==> src/rtl/nibble_word_assembler.sv <==
// nibble_word_assembler
//   Collects a stream of 4-bit nibbles into one NUM_NIBBLES*4-bit word.
//   This is the inverse of the display nibble selector. It sits between the
//   SD-card nibble source and the word-wide readout registers.
//   A shadow register fills with nibbles. A one-word output buffer holds the
//   finished word. The next word can therefore assemble while the consumer stalls.
//
// Parameters
//   NUM_NIBBLES  nibbles per word (>=2)
//   MSB_FIRST    1: the first nibble lands in the top slot; 0: it lands in slot 0
//
// Ports
//   clock        rising-edge clock
//   reset        synchronous, active-high; overrides every other input
//   clear        drops the partial word; the held output word is untouched
//   nibbleIn     input nibble
//   nibbleValid  nibbleIn valid
//   nibbleReady  a nibble is accepted this cycle when nibbleValid is also high
//   wordOut      assembled word
//   wordValid    wordOut valid; held until wordReady
//   wordReady    consumer takes wordOut this cycle
//   busy         at least one nibble of an unfinished word is captured
module nibble_word_assembler #(
  parameter int NUM_NIBBLES = 4,
  parameter bit MSB_FIRST   = 1'b1
) (
  input  logic                     clock,
  input  logic                     reset,
  input  logic                     clear,
  input  logic [3:0]               nibbleIn,
  input  logic                     nibbleValid,
  output logic                     nibbleReady,
  output logic [4*NUM_NIBBLES-1:0] wordOut,
  output logic                     wordValid,
  input  logic                     wordReady,
  output logic                     busy
);

  localparam int W  = 4 * NUM_NIBBLES;
  localparam int SW = (NUM_NIBBLES > 1) ? $clog2(NUM_NIBBLES) : 1;

  localparam logic [SW-1:0] FIRST_SLOT = MSB_FIRST ? SW'(NUM_NIBBLES - 1) : '0;
  localparam logic [SW-1:0] LAST_SLOT  = MSB_FIRST ? '0 : SW'(NUM_NIBBLES - 1);

  logic [SW-1:0] slot;
  logic [SW-1:0] nextSlot;
  logic [W-1:0]  shadow;
  logic [W-1:0]  merged;
  logic          lastSlot;
  logic          accept;
  logic          transfer;

  assign lastSlot = (slot == LAST_SLOT);
  assign nextSlot = MSB_FIRST ? slot - SW'(1) : slot + SW'(1);

  // Only the final nibble can be blocked, and only while the output buffer
  // is full and not draining. Clear always wins over an incoming nibble.
  assign nibbleReady = !clear && !(lastSlot && wordValid && !wordReady);
  assign accept      = nibbleValid && nibbleReady;
  assign transfer    = wordValid && wordReady;

  // This is the shadow with the current nibble dropped into the active slot.
  // It feeds both the shadow update and the completed-word load.
  for (genvar i = 0; i < NUM_NIBBLES; i++) begin : gSlot
    assign merged[4*i +: 4] = (slot == SW'(i)) ? nibbleIn : shadow[4*i +: 4];
  end

  always_ff @(posedge clock) begin
    if (reset) begin
      slot      <= FIRST_SLOT;
      shadow    <= '0;
      busy      <= 1'b0;
      wordOut   <= '0;
      wordValid <= 1'b0;
    end else begin
      // A final accept in the same cycle overrides this and keeps wordValid high.
      if (transfer) wordValid <= 1'b0;

      if (clear) begin
        slot   <= FIRST_SLOT;
        shadow <= '0;
        busy   <= 1'b0;
      end else if (accept) begin
        if (lastSlot) begin
          wordOut   <= merged;
          wordValid <= 1'b1;
          slot      <= FIRST_SLOT;
          shadow    <= '0;
          busy      <= 1'b0;
        end else begin
          shadow <= merged;
          slot   <= nextSlot;
          busy   <= 1'b1;
        end
      end
    end
  end

endmodule

==> config.mk <==
export PLATFORM = sky130hd
export DESIGN_NAME = nibble_word_assembler
export DESIGN_NICKNAME = d
export VERILOG_FILES = /design/src/rtl/nibble_word_assembler.sv
export SDC_FILE = /design/constraint.sdc
export NUM_CORES = 1
export LEC_CHECK = 0
export CORE_AREA = 3 3 57 65
export DETAILED_ROUTE_END_ITERATION = 16
export DIE_AREA = 0 0 60 68
export GPL_ROUTABILITY_DRIVEN = 0
export GPL_TIMING_DRIVEN = 0
export MAX_ROUTING_LAYER = met4
export PLACE_DENSITY = 0.72
export SLEW_MARGIN = 10
export SYNTH_ARGS = -nofsm -noshare
export SYNTH_HDL_FRONTEND = slang
export SYNTH_SLANG_ARGS = --single-unit
export TNS_END_PERCENT = 5
==> constraint.sdc <==
create_clock -name clock -period 2 [get_ports clock]
set_input_delay 0.4 -clock clock [delete_from_list [all_inputs] [get_ports clock]]
set_output_delay 0.4 -clock clock [all_outputs]
set_load 0.02 [all_outputs]
==> results.sh <==
export IMPL_relSlewSlack_pct=75.0
export IMPL_fin_crit_sh_pct=94.9
export IMPL_drive_gt1_share_pct=22.3
export IMPL_startpoint_type="flop"
export IMPL_synth_edff_count=0
export IMPL_htreeDepth=2
export IMPL_syn_to_final_growth_pct=28.1
export IMPL_hold_violations=0
export IMPL_n_fill_cell=242
export IMPL_grt_overflow_total=0
export IMPL_ios=28
export IMPL_cts_sinks=32
export IMPL_power_density_nw_per_um2=645
export IMPL_ys_ff_latch=32
export IMPL_synth_simple_area_share_pct=21.1
export IMPL_maxCapViolCount=0
export IMPL_worst_pin_slew_ps=376
export IMPL_hpwl_um=2640
export IMPL_synth_nets=164
export IMPL_total_power_mw=1.30
export IMPL_place_ws_ps=-217
export IMPL_vdd_drop_max_mv=0.716
export IMPL_arrival_ps=1500
export IMPL_yosysMostFrequentCell="dfxtp_1"
export IMPL_yosys_top_cells_count="32 x dfxtp_1, 16 x mux2i_1, 15 x nor2_1"
export IMPL_antenna_found_initial=0
export IMPL_outcome="finished clean"
export IMPL_slew_violations=0
export IMPL_synth_top_family_by_area="simple AND/OR/NAND/NOR gates"
export IMPL_drc=0
export IMPL_end_kind="output port"
export IMPL_drtAntennaViolNets=0
export IMPL_crit_path_max_fanout=11
export IMPL_criticalPathCategory="flop to output port"
export IMPL_skew_ps=5.50
export IMPL_initial_utilization_pct=51.6
export IMPL_io_buffers=27
export IMPL_yosysUniqueCellTypes=30
export IMPL_grt_pass1_vias=1222
export IMPL_synth_top_area_share_pct=40.7
export IMPL_rsz0062_at_grt="false"
export IMPL_cts_buffers=5
export IMPL_layout_nets=200
export IMPL_synthAdderAreaFrac_pct=3.18
export IMPL_synth_compound_area_share_pct=11.8
export IMPL_dieHeight_um=68
export IMPL_clk_pin_slew_worst_paths_ps=100
export IMPL_core_area_um2=3050
export IMPL_avgSynthCellArea_um2=10.4
export IMPL_hp_class="flop to flop"
export IMPL_crit_required_ps=1600
export IMPL_die_width_um=60
export IMPL_fin_ws_ps=102
export IMPL_die_area_um2=4080
export IMPL_clk_latency_ps=340
export IMPL_ys_flop_type="dfxtp_1"
export IMPL_synthCells=151
export IMPL_first_pass_iters=4
export IMPL_synth_area_leaders="dfxtp_1 41%, mux2i_1 10%, mux2_2 7.9%"
export IMPL_grtUsageTotal_pct=20.2
export IMPL_max_freq_ghz=0.527
export IMPL_async_flop_share_pct=0
export IMPL_ys_warn_count=0
export IMPL_wl_per_cell_um=16.2
export IMPL_grt_max_degree=11
export IMPL_cts_root_buf="clkbuf_4"
export IMPL_layout_min_cycle_time_ps=1900
export IMPL_grt_pass1_wl_um=5790
export IMPL_routed_wl_um=3600
export IMPL_cts_tree="built"
export IMPL_p_leak_nw=0.815
export IMPL_setup_viol=0
export IMPL_yosys_area_top_type="dfxtp_1"
export IMPL_num_vias=1237
export IMPL_ys_seq_area_share_pct=40.7
export IMPL_antenna_cells=0
export IMPL_avgViaCountPerCell=5.57
export IMPL_synthMuxAreaShare_pct=19.0
export IMPL_placementRows=21
export IMPL_syn_cell_area_um2=1570
export IMPL_cts_buffer_depth=2
export IMPL_synth_xor_area_share_pct=0
export IMPL_drt_iter0_drc=24
[per-layer routing]
metal,vias to the layer above,part of all wire [%],track usage (%)
met5,-,0,-
met4,0,2.0,8.31
li1,614,-,-
met1,584,42,22.7
met2,31,50,33.1
met3,8,5.5,6.04
[state kept, by name (all words and copies together) (netlist names)]
register	flops
busy	1
shadow	12
wordOut	16
slot	2
wordValid	1
[path summary, 6_finish.rpt]
kind,end,slack (ps),cells after the start,start
hold / removal,busy,480,1,busy
setup / recovery,nibbleReady,100,5,slot[1]
hold reg to reg,busy,480,1,busy
setup reg to reg,wordOut[11],350,6,slot[1]
[stage by stage]
step / cells / area, µm² / hold WS, ps / setup TNS (ps) / util [%]
final: 222 / 2020 / 479 / 0 / 66.2
after global routing: 222 / 2020 / 513 / 0 / 66.2
after CTS: 221 / 2000 / 482 / 0 / 65.5
after detailed placement: 212 / 1890 / 459 / -261 / 61.9
after global placement: 212 / 1890 / 451 / -184 / 61.9
after floorplan: 151 / 1570 / 468 / 0 / -
[cells in the final DEF, fill, tap and decap left out, drive strengths merged]
cell,n
inv,2
and3,3
nand3b,1
nand2b,10
a31oi,1
nor2,15
and4b,1
buf,10
ha,4
nand4b,1
nand4,1
mux2,12
o21a,1
o211ai,3
a32o,12
nor3b,4
nor2b,10
o31a,1
bufinv,1
dfxtp,32
clkbuf,12
o21ai,1
nor3,1
and3b,1
or2,1
mux2i,16
clkdlybuf4s50,26
and2b,3
a21oi,2
[worst max-delay path, stage by stage, from the launching register on]
cell	delay (ps)
dfxtp_2	360
inv_1	90
ha_4	220
and3b_2	250
nor2_2	120
buf_6	130
[cell families after synthesis]
group                      after synthesis
and+or+nand+nor                         52
buffers and inverters                   14
AOI/OAI and AO/OA                       21
muxes                                   28
adders and majority gates                4
DFF                                     32
[where the power goes]
group,total [mW],switching (mW),leakage (nW),internal (mW)
Clock,0.558,0.227,0.0515,0.332
Combinational,0.101,0.0554,0.507,0.0453
Sequential,0.643,0.00202,0.257,0.641
Total,1.30,0.284,0.815,1.02
[layout make-up]
cell class	instances	area [µm²]	share of cell area (%)
tap	34	42.5	2.11
multi-input combinational	105	883	43.8
clock buffer	7	65.1	3.23
inverter	2	7.51	0.372
sequential	32	643	31.9
buffer	11	51.3	2.54
timing repair buffer	30	294	14.6
clock inverter	1	30.0	1.49
[timing repair]
action                                  4_1_cts  5_1_grt
pin swaps                                     0        2
cloned                                        0        0
endpoints found under the setup margin        1        1
gates resized for setup                       9        4
hold buffers                                  0        0
buffers inserted                              1        2
Power figures use the tool's default switching activity.
